## src/rtl/regfile_scoreboard_pkg.sv

```systemverilog
// -----------------------------------------------------------------------------
// regfile_scoreboard_pkg
// Shared sizing for the decode-side register file and its RAW scoreboard.
//   REG_WIDTH  : architectural data width (mirrors the global REG_WIDTH define)
//   NUM_REGS   : architectural register count
//   IDX_WIDTH  : register index width
//   PEND_WIDTH : width of each per-register in-flight write counter
//   PEND_MAX   : most in-flight writes one register can track
// -----------------------------------------------------------------------------
package regfile_scoreboard_pkg;

    localparam int REG_WIDTH  = 32;
    localparam int NUM_REGS   = 16;
    localparam int IDX_WIDTH  = 4;
    localparam int PEND_WIDTH = 2;

    localparam logic [PEND_WIDTH-1:0] PEND_MAX = '1;

endpackage

```

## src/rtl/regfile_scoreboard_sb_pending_ctr.sv

```systemverilog
// -----------------------------------------------------------------------------
// sb_pending_ctr
// Saturating up/down counter holding the number of in-flight writes to one
// architectural register.
//   clk_i   : clock, rising edge
//   rst_i   : asynchronous active-high reset, clears the count
//   en_i    : pipeline enable; 0 holds the count and suppresses err_o
//   inc_i   : an issued instruction targets this register
//   dec_i   : a writeback to this register completes
//   count_o : current in-flight count
//   err_o   : one-cycle pulse on an attempted overflow or underflow
// -----------------------------------------------------------------------------
module sb_pending_ctr
    import regfile_scoreboard_pkg::*;
(
    input  logic                  clk_i,
    input  logic                  rst_i,
    input  logic                  en_i,
    input  logic                  inc_i,
    input  logic                  dec_i,
    output logic [PEND_WIDTH-1:0] count_o,
    output logic                  err_o
);

    logic [PEND_WIDTH-1:0] count_q;
    logic [PEND_WIDTH-1:0] count_d;

    always_comb begin
        // NOTE: every combinational output gets a default first so no path
        // leaves it unassigned; otherwise a latch is inferred.
        count_d = count_q;
        err_o   = 1'b0;
        if (en_i) begin
            // A simultaneous inc and dec cancel out and leave the count alone.
            unique case ({inc_i, dec_i})
                2'b10: begin
                    if (count_q == PEND_MAX) err_o   = 1'b1;
                    else                     count_d = count_q + 1'b1;
                end
                2'b01: begin
                    if (count_q == '0) err_o   = 1'b1;
                    else               count_d = count_q - 1'b1;
                end
                default: ;
            endcase
        end
    end

    // NOTE: state registers use non-blocking assignments so every flop samples
    // the pre-edge value regardless of process evaluation order.
    always_ff @(posedge clk_i or posedge rst_i) begin
        if (rst_i) count_q <= '0;
        else       count_q <= count_d;
    end

    assign count_o = count_q;

endmodule

```

## src/rtl/regfile_scoreboard.sv

```systemverilog
// -----------------------------------------------------------------------------
// regfile_scoreboard
// 16-entry architectural register file with one writeback port, two
// combinational read ports, and a per-register pending-write scoreboard that
// raises O_DepStall on RAW hazards and on a full pending counter.
//   I_CLOCK / I_RESET             : clock, async active-high reset
//   I_LOCK                        : pipeline enable (0 freezes all state)
//   I_WriteBackEnable/RegIdx/Data : writeback port
//   I_Src{1,2}Idx / I_Src{1,2}Valid : decode source reads
//   I_IssueValid / I_IssueDestIdx : register-writing instruction issuing
//   O_Src{1,2}Data                : source operands, zero latency
//   O_DepStall                    : hazard stall to decode/fetch
//   O_PendingMask                 : bit i set while register i has writes in flight
//   O_ScoreboardError             : sticky counter over/underflow flag
// Build option: define WB_BYPASS_EN to forward the writeback value to the read
// ports and release a source whose last outstanding write lands this cycle.
// -----------------------------------------------------------------------------
module regfile_scoreboard
    import regfile_scoreboard_pkg::*;
(
    input  logic                 I_CLOCK,
    input  logic                 I_RESET,
    input  logic                 I_LOCK,
    input  logic                 I_WriteBackEnable,
    input  logic [IDX_WIDTH-1:0] I_WriteBackRegIdx,
    input  logic [REG_WIDTH-1:0] I_WriteBackData,
    input  logic [IDX_WIDTH-1:0] I_Src1Idx,
    input  logic [IDX_WIDTH-1:0] I_Src2Idx,
    input  logic                 I_Src1Valid,
    input  logic                 I_Src2Valid,
    input  logic                 I_IssueValid,
    input  logic [IDX_WIDTH-1:0] I_IssueDestIdx,
    output logic [REG_WIDTH-1:0] O_Src1Data,
    output logic [REG_WIDTH-1:0] O_Src2Data,
    output logic                 O_DepStall,
    output logic [NUM_REGS-1:0]  O_PendingMask,
    output logic                 O_ScoreboardError
);

    logic [REG_WIDTH-1:0]  rf_q [NUM_REGS];
    logic [PEND_WIDTH-1:0] pend [NUM_REGS];
    logic [NUM_REGS-1:0]   ctr_err;
    logic                  err_q;
    logic                  err_d;
    logic                  wb_fire;
    logic                  issue_accept;
    logic                  busy1;
    logic                  busy2;

    assign wb_fire      = I_LOCK & I_WriteBackEnable;
    assign issue_accept = I_LOCK & I_IssueValid & ~O_DepStall;

    for (genvar i = 0; i < NUM_REGS; i++) begin : g_pend
        sb_pending_ctr u_ctr (
            .clk_i   (I_CLOCK),
            .rst_i   (I_RESET),
            .en_i    (I_LOCK),
            .inc_i   (issue_accept && (I_IssueDestIdx == IDX_WIDTH'(i))),
            .dec_i   (wb_fire && (I_WriteBackRegIdx == IDX_WIDTH'(i))),
            .count_o (pend[i]),
            .err_o   (ctr_err[i])
        );
        assign O_PendingMask[i] = (pend[i] != '0);
    end

    // NOTE: the register array is reset because the decode side must read
    // zeros right after reset; that costs a reset net on every entry.
    always_ff @(posedge I_CLOCK or posedge I_RESET) begin
        if (I_RESET) begin
            for (int r = 0; r < NUM_REGS; r++) rf_q[r] <= '0;
        end else if (wb_fire) begin
            rf_q[I_WriteBackRegIdx] <= I_WriteBackData;
        end
    end

    assign err_d = err_q | (|ctr_err);

    always_ff @(posedge I_CLOCK or posedge I_RESET) begin
        if (I_RESET) err_q <= 1'b0;
        else         err_q <= err_d;
    end

    assign O_ScoreboardError = err_q;

    always_comb begin
        O_Src1Data = rf_q[I_Src1Idx];
        O_Src2Data = rf_q[I_Src2Idx];
        busy1      = I_Src1Valid && (pend[I_Src1Idx] != '0);
        busy2      = I_Src2Valid && (pend[I_Src2Idx] != '0);
`ifdef WB_BYPASS_EN
        // The landing writeback satisfies a reader only when it is the last
        // write still outstanding to that register.
        if (I_WriteBackEnable && (I_WriteBackRegIdx == I_Src1Idx)) begin
            O_Src1Data = I_WriteBackData;
            if (pend[I_Src1Idx] == PEND_WIDTH'(1)) busy1 = 1'b0;
        end
        if (I_WriteBackEnable && (I_WriteBackRegIdx == I_Src2Idx)) begin
            O_Src2Data = I_WriteBackData;
            if (pend[I_Src2Idx] == PEND_WIDTH'(1)) busy2 = 1'b0;
        end
`else
        // Without forwarding a reader waits until the cycle after the RF write.
`endif
        O_DepStall = I_LOCK && (busy1 || busy2 ||
                     (I_IssueValid && (pend[I_IssueDestIdx] == PEND_MAX)));
    end

endmodule

```

## config.mk

```make
export PLATFORM = sky130hd
export DESIGN_NAME = regfile_scoreboard
export DESIGN_NICKNAME = d
export VERILOG_FILES = /design/src/rtl/regfile_scoreboard_pkg.sv /design/src/rtl/regfile_scoreboard_sb_pending_ctr.sv /design/src/rtl/regfile_scoreboard.sv
export SDC_FILE = /design/constraint.sdc
export NUM_CORES = 1
export LEC_CHECK = 0
export ABC_AREA = 1
export CAP_MARGIN = 20
export CELL_PAD_IN_SITES_DETAIL_PLACEMENT = 1
export CELL_PAD_IN_SITES_GLOBAL_PLACEMENT = 2
export CORE_MARGIN = 2
export CORE_UTILIZATION = 36
export DETAILED_ROUTE_END_ITERATION = 6
export PLACE_DENSITY_LB_ADDON = 0.1
export SLEW_MARGIN = 20
export SYNTH_ARGS = -nofsm -noshare
export SYNTH_HDL_FRONTEND = slang
export SYNTH_SLANG_ARGS = --single-unit
```

## constraint.sdc

```tcl
create_clock -name I_CLOCK -period 19.1 [get_ports I_CLOCK]
set_input_delay 1.91 -clock I_CLOCK [delete_from_list [all_inputs] [get_ports I_CLOCK]]
set_output_delay 1.91 -clock I_CLOCK [all_outputs]
set_load 0.02 [all_outputs]
```

Word-level counts from Yosys, hierarchy flattened
Cells that the tools add are included.

word-level totals
  output and inout bits = 82
  register bits after elaboration = 545

cells by class
  eq/ne operators = 111
  add/sub/neg operators = 32
  reduce and logical (&&, ||, !) cells = 108
  bitwise operators = 9
  muxes and demuxes = 130
  $lt $le $gt $ge = 5

operators with widths
  cell                   count
  $bwmux W512            1
  $bmux W32 S4           2
  $mux W32               5
  $demux W32 S4          1
  $mux W2                38
  $reduce_bool A2 Y1     34
  $eq A2 B2 Y1 const B   33
  $eq A4 B4 Y1 const B   16
  $ne A2 B2 Y1 const B   32
  $pmux W2 S2            16
  $reduce_and A4 Y1      16
  $mux W1                48
  $logic_and A1 B1 Y1    37
  $add A2 B1 Y2 const B  16
  $eq A2 B1 Y1 const B   16
  $eq A4 B3 Y1 const B   8
  $logic_not A2 Y1       16
  $pmux W1 S2            16
  $sub A2 B1 Y2 const B  16
  $bmux W2 S4            3
  $ge A5 B5 Y1 const B   4
  $not A4 Y5             4
  $eq A4 B2 Y1 const B   4
  $reduce_or A16 Y1      1
  other kinds (7)        12

Longest topological paths before layout
Gate-level depths: netlist of run 1.

  depth after elaboration = 17
  depth in mapped cells = 21

By module
Synthesis of run 1 repeated with hierarchy kept, for this count alone.

unflattened totals
  cell total of the unflattened synthesis = 4386
  area, all modules = 31418.9 µm²

by module, submodules not included
  module              seq. area each (µm²)  cells each  area an instance (µm²)  instances
  regfile_scoreboard  12837.3               3858        28175.8                 1
  sb_pending_ctr      50.0                  33          202.7                   16

Least setup slack after synthesis of run 1
Ideal clock, no wire load.

  path type = in2out
  start = input port I_Src2Idx[0]
  end = output port O_Src2Data[14]
  arrival time = 3419 ps
  cell stages on the path = 8
  data required time = 17190 ps
  slack = 13771 ps
  path through = buf_2 -> buf_2 -> buf_4 -> clkbuf_1 -> o21ai_0 -> a21oi_1 -> o22ai_1 -> o21ai_0

on the way
  cells in the longest elaborated chain, start to end = 4

ends and longest elaborated chain
  item                                          RTL line                  text
  start, declared                               regfile_scoreboard.sv:28  input logic [IDX_WIDTH-1:0] I_Src2Idx,
  $not A4 Y5 (not written as such)              regfile_scoreboard.sv:87  O_Src2Data = rf_q[I_Src2Idx];
  $bmux W32 S4                                  regfile_scoreboard.sv:87
  $mux W32 (not written as such) (2 in series)  regfile_scoreboard.sv:87
  end, declared                                 regfile_scoreboard.sv:34  output logic [REG_WIDTH-1:0] O_Src2Data,

Every way passes these cells. The select of a mux whose other input is x is not followed.

Final worst setup path of run 1
  start = input port I_Src1Idx[0]
  end = output port O_Src1Data[28]

on the way
  cells in the longest elaborated chain, start to end = 4

ends and longest elaborated chain
  item                                          RTL line                  text
  start, declared                               regfile_scoreboard.sv:27  input logic [IDX_WIDTH-1:0] I_Src1Idx,
  $not A4 Y5 (not written as such)              regfile_scoreboard.sv:86  O_Src1Data = rf_q[I_Src1Idx];
  $bmux W32 S4                                  regfile_scoreboard.sv:86
  $mux W32 (not written as such) (2 in series)  regfile_scoreboard.sv:86
  end, declared                                 regfile_scoreboard.sv:33  output logic [REG_WIDTH-1:0] O_Src1Data,

Every way passes these cells. The select of a mux whose other input is x is not followed.

==> results of run 1 <==
==> routing by layer <==
metal  share of wire, %  routed length, um  up-vias
met2                 47              58900      629
met3                3.9               4880      144
li1                   -                  -    13750
met5                  0                  0        -
met4                2.1               2640        0
met1                 47              58700    14711
==> final cells by class <==
| cell class | count | area, sq um | area share (%) |
|---|---|---|---|
| Tap cell | 1134 | 1420 | 4.10 |
| Sequential cell | 545 | 13600 | 39.4 |
| Timing Repair Buffer | 187 | 1760 | 5.08 |
| Multi-Input combinational cell | 2911 | 14300 | 41.4 |
| Clock buffer | 107 | 2120 | 6.13 |
| Clock inverter | 12 | 88.8 | 0.257 |
| Antenna cell | 2 | 5.00 | 0.0145 |
| Inverter | 323 | 1260 | 3.63 |
==> metrics by stage <==
stage | utilization [%] | total power (uW)
floorplan | - | 2100
global placement | 38.6 | 2400
detailed placement | 38.6 | 2420
CTS | 41.3 | 3740
global route | 41.3 | 3930
finish | 41.3 | 3710
==> flip-flops by register name, indices dropped and copies added (netlist names) <==
name,cells
rf_q,512
g_pend.u_ctr.count_o,32
O_ScoreboardError,1
==> worst max-delay path, stage by stage <==
cell and delay (ns):
buf_8 0.39, buf_4 0.76, buf_4 0.82, o21ai_0 0.16, a21oi_1 0.16, o22ai_1 0.11
o21ai_0 0.44, clkdlybuf4s50_1 0.71
==> logic make-up after synthesis <==
| logic type | synth area share, % |
|---|---|
| AOI/OAI and AO/OA | 29.7 |
| xor gates and xnor gates | 0.947 |
| adders and majority gates | 1.31 |
| buffers and inverters | 8.61 |
| DFF | 44.7 |
| muxes | 0.406 |
| and+or+nand+nor | 14.3 |
==> cell usage in the layout, fill, tap and decap left out, types with 4 or more instances in the layout <==
cell type	n
a21oi_1	261
buf_4	51
clkbuf_1	15
clkbuf_16	71
clkbuf_8	21
clkdlybuf4s50_1	128
clkinv_2	19
dfrtp_1	545
ha_1	32
inv_1	300
inv_2	4
inv_4	6
mux2_2	11
nand2_1	713
nand3_1	44
nand3b_1	7
nand4_1	12
nor2_1	311
nor2_4	8
nor3_1	9
o21ai_0	1316
o21ai_1	15
o221ai_1	113
o22ai_1	15
xnor2_1	5
xor2_1	28
==> power by group <==
part	internal (uW)	total (uW)	switching, uW
Sequential	1400	1580	178
Combinational	293	821	529
Clock	773	1310	533
==> how the worst max path moves through the flow <==
stage | from | to | slack (ns)
CTS | I_Src1Idx[0] | O_Src1Data[28] | 11.61
global route | I_Src1Idx[0] | O_Src1Data[28] | 11.42
finish | I_Src1Idx[0] | O_Src1Data[28] | 11.64
global placement | I_Src1Idx[0] | O_Src1Data[28] | 11.62
detailed placement | I_Src1Idx[0] | O_Src1Data[28] | 11.61
floorplan | I_RESET | O_ScoreboardError | 1.95
==> impl_metrics.json, run 1 <==
{
  "status": "finished clean",
  "yosysWarnings": 0,
  "antenna_found_initial": 2,
  "crit_fanout": 92,
  "postCtsResizedCells": 0,
  "grt_usage_pct": 29.0,
  "drt_first_pass_iters": 5,
  "initial_core_util_pct": 36.4,
  "final-setup-viol-count": 0,
  "grtUsageMet3_pct": 3.11,
  "r2r_slack_ns": 15.43,
  "synth_area_leaders": "dfrtp_1 45%, o21ai_0 22%, nand2_1 8.8%, a21oi_1 4.3%, nor2_1 3.9%",
  "clock_tree.buffer_depth": 3,
  "path_clk_slew_ns": 0.06,
  "yosysUniqueCellTypes": 35,
  "worst_slack_ns": 11.64,
  "avgSynthCellArea_sq_um": 7.40,
  "grt_pass1_vias": 30013,
  "rsz0062_at_grt": "no",
  "holdBufCountCts": 0,
  "period_needed_ns": 7.46,
  "layout.nets": 4123,
  "htree_levels": 3,
  "hpwlAfterDp_mm": 69.0,
  "dp_slack_ns": 11.61,
  "grt.overflow.total": 0,
  "slew_viol_final": 0,
  "max_slew_margin_pct": 26.0,
  "yosys.cell_count.top_type": "o21ai_0",
  "worstSetupPathType": "in2out",
  "peakVddDrop_v": 0.0000636,
  "hold_viol": 0,
  "drive_gt1_share_pct": 5.21,
  "grt_max_degree": 149,
  "syn_inst": 4125,
  "synth-async-reset-ratio_pct": 100,
  "hold_path.class": "reg2reg",
  "hold_depth": 2,
  "dieHeight_um": 295,
  "required_ns": 17.19,
  "power_density_nw_per_um2": 107,
  "pin_count": 137,
  "die_w_um": 295,
  "cap_violations": 0,
  "area_delta_synth_final_pct": 13.3,
  "row_count": 106,
  "start_kind": "primary input",
  "portBuffers": 136,
  "grt_use_met1_pct": 40.3,
  "place_area_sq_um": 32400,
  "ys_seq_area_share_pct": 44.7,
  "cts_tree": "yes",
  "synth.cell_area_sq_um": 30500,
  "clock-root-buffer": "clkbuf_16",
  "clk_latency_ns": 0.62,
  "cp-end-kind": "output port",
  "core_area_sq_um": 83800,
  "drc_errors": 0,
  "fin_crit_sh_pct": 39.0,
  "stdcell_count": 5221,
  "drtAntennaViolNets": 0,
  "routed_wl_mm": 125,
  "ff2ff_path_depth": 17,
  "hold_start": "rf_q[160]",
  "tns_ns": 0,
  "post-place-cells": 5099,
  "grt_pass1_wl_mm": 192,
  "met2_usage_pct": 48.6,
  "gp_congestion": 0.807,
  "worstPathArrival_ns": 5.55,
  "synth_top_flop_cell": "dfrtp_1",
  "synth-seq-cells": 545,
  "r2r_start": "g_pend[12].u_ctr.count_o[0]",
  "clock-sinks": 545,
  "dieArea_sq_um": 87100,
  "hold_end": "rf_q[160]",
  "r2r_end": "g_pend[1].u_ctr.count_o[1]",
  "tightest_slew_ns": 1.11,
  "netlist.area_leader.share_pct": 44.7,
  "drt_iter0_drc": 2295,
  "p_leak_uw": 0.0150,
  "synth_common_cells": "1316 x o21ai_0, 713 x nand2_1, 545 x dfrtp_1, 317 x nor2_1, 315 x inv_1",
  "vias": 29234,
  "fill_cells": 10359,
  "clock_skew_ns": 0.0108,
  "synth-edff-count": 0,
  "timing.hold.ws_ns": 0.497,
  "post_cts_buffers": 0,
  "globalRoute.busiestLayer": "met2",
  "drt-vias-per-instance": 5.60,
  "max_freq_ghz": 0.134,
  "final_cell_area_sq_um": 34600,
  "synth.net_count": 4212,
  "wl_per_cell_um": 24.0,
  "yosysTopAreaCell": "dfrtp_1",
  "cts_buffers": 68
}
(Power assumes the default switching activity.)
==> run 2: changes to the inputs <==
clock period = 7.24 ns   (was 19.1 ns; I/O delays follow)
==> run 2 against run 1 <==
Hold slack lost 0.0029 ns. Core utilization grew 0.13 points. Combinational power grew to 2.6 times the previous value. Critical endpoint is now O_Src1Data[12]. Largest cell class unchanged.
==> impl_metrics.json, run 2 (same netlist as run 1, synthesis figures left out) <==
{
  "status": "finished clean",
  "worstSetupPathType": "in2out",
  "fin_crit_sh_pct": 67.9,
  "drt_iter0_drc": 2308,
  "holdBufCountCts": 0,
  "hold_viol": 0,
  "dieArea_sq_um": 87100,
  "gp_congestion": 0.838,
  "clk_latency_ns": 0.62,
  "pin_count": 137,
  "grt_usage_pct": 28.4,
  "cts_buffers": 71,
  "dieHeight_um": 295,
  "post_cts_buffers": 0,
  "stdcell_count": 5223,
  "largest_register_ffs": 512,
  "layout.nets": 4124,
  "htree_levels": 3,
  "final_core_util_pct": 41.4,
  "p_leak_uw": 0.0150,
  "row_count": 106,
  "clock-sinks": 545,
  "die_w_um": 295,
  "post-place-cells": 5097,
  "peakVddDrop_v": 0.000186,
  "clock_skew_ns": 0.0107,
  "final_common_cell": "o21ai_0",
  "cp-end-kind": "output port",
  "hpwlAfterDp_mm": 67.7,
  "area_delta_synth_final_pct": 13.7,
  "slew_viol_final": 0,
  "start_kind": "primary input",
  "grt.overflow.total": 0,
  "drt-vias-per-instance": 5.60,
  "drc_errors": 0,
  "antenna_found_initial": 0,
  "path_clk_slew_ns": 0.06,
  "wl_per_cell_um": 23.7,
  "hold_path.class": "reg2reg",
  "power_density_nw_per_um2": 285,
  "cap_violations": 0,
  "max_slew_margin_pct": 22.4,
  "period_needed_ns": 4.92,
  "drt_first_pass_iters": 5,
  "clock_tree.buffer_depth": 3,
  "drive_gt1_share_pct": 5.33,
  "clock-root-buffer": "clkbuf_16",
  "cts_tree": "yes",
  "largest-register": "rf_q",
  "r2r_slack_ns": 3.76,
  "routed_wl_mm": 124,
  "postCtsResizedCells": 0,
  "worstPathArrival_ns": 4.19,
  "antennaDiodeCount": 0,
  "required_ns": 6.52,
  "timing.hold.ws_ns": 0.494,
  "rsz0062_at_grt": "no",
  "drtAntennaViolNets": 0,
  "grt_max_degree": 225,
  "grt_pass1_vias": 29652,
  "tightest_slew_ns": 1.16,
  "core_area_sq_um": 83800,
  "fill_cells": 10241,
  "crit_fanout": 80,
  "portBuffers": 136,
  "final_cell_mix": "1316 x o21ai_0, 713 x nand2_1, 545 x dfrtp_1",
  "max_freq_ghz": 0.203,
  "initial_core_util_pct": 36.4,
  "final-setup-viol-count": 0,
  "grt_pass1_wl_mm": 189,
  "vias": 29257,
  "p_total_uw": 9910
}
==> run 2: through the flow <==
| stage | TNS [ns] | instance area, sq um | setup slack (ns) |
|---|---|---|---|
| 3_5_place_dp | 0 | 32400 | 2.37 |
| 2_1_floorplan | -489.36 | 30500 | -0.898 |
| 4_1_cts | 0 | 34700 | 2.38 |
| 3_3_place_gp | 0 | 32400 | 2.40 |
| 6_report | 0 | 34700 | 2.32 |
| 5_1_grt | 0 | 34700 | 2.14 |
==> run 2: layout make-up <==
class / count / area [sq um] / area share [%]
Clock inverter: 24 / 235 / 0.678
Sequential cell: 545 / 13600 / 39.3
Clock buffer: 101 / 2070 / 5.97
Multi-Input combinational cell: 2911 / 14300 / 41.2
Tap cell: 1134 / 1420 / 4.09
Inverter: 323 / 1250 / 3.60
Timing Repair Buffer: 185 / 1790 / 5.15
==> run 2: power breakdown <==
group	switching (uW)	leakage [uW]	internal, uW	total [uW]
sequential	471	0.00673	3700	4170
combinational	1390	0.00712	773	2170
clock	1430	0.00115	2130	3570
total	3300	0.0150	6610	9910
==> run 2: per-layer routing <==
metal / global-route usage, % / routed length, um / vias up
li1: - / - / 13746
met4: 8.58 / 3810 / 0
met3: 3.30 / 5100 / 182
met5: 0 / 0 / -
met2: 45.9 / 56900 / 660
met1: 39.9 / 58100 / 14669
==> run 2: path summary, 6_finish.rpt <==
check | endpoint | cells past startpoint | start
worst max-delay path | O_Src1Data[12] | 8 | I_Src1Idx[0]
worst min-delay path | rf_q[220] | 2 | rf_q[220]
worst max register to register | g_pend[9].u_ctr.count_o[1] | 17 | g_pend[12].u_ctr.count_o[0]
worst min register to register | rf_q[220] | 2 | rf_q[220]
max in group asynchronous | rf_q[220] | 4 | I_RESET
min in group asynchronous | rf_q[264] | 2 | I_RESET
==> run 2: worst max-delay path, stage by stage <==
cell,delay (ns)
buf_8,0.40
buf_4,0.76
buf_4,0.79
o21ai_0,0.21
a21oi_1,0.17
o221ai_1,0.19
nand2_1,0.23
clkdlybuf4s50_1,0.63
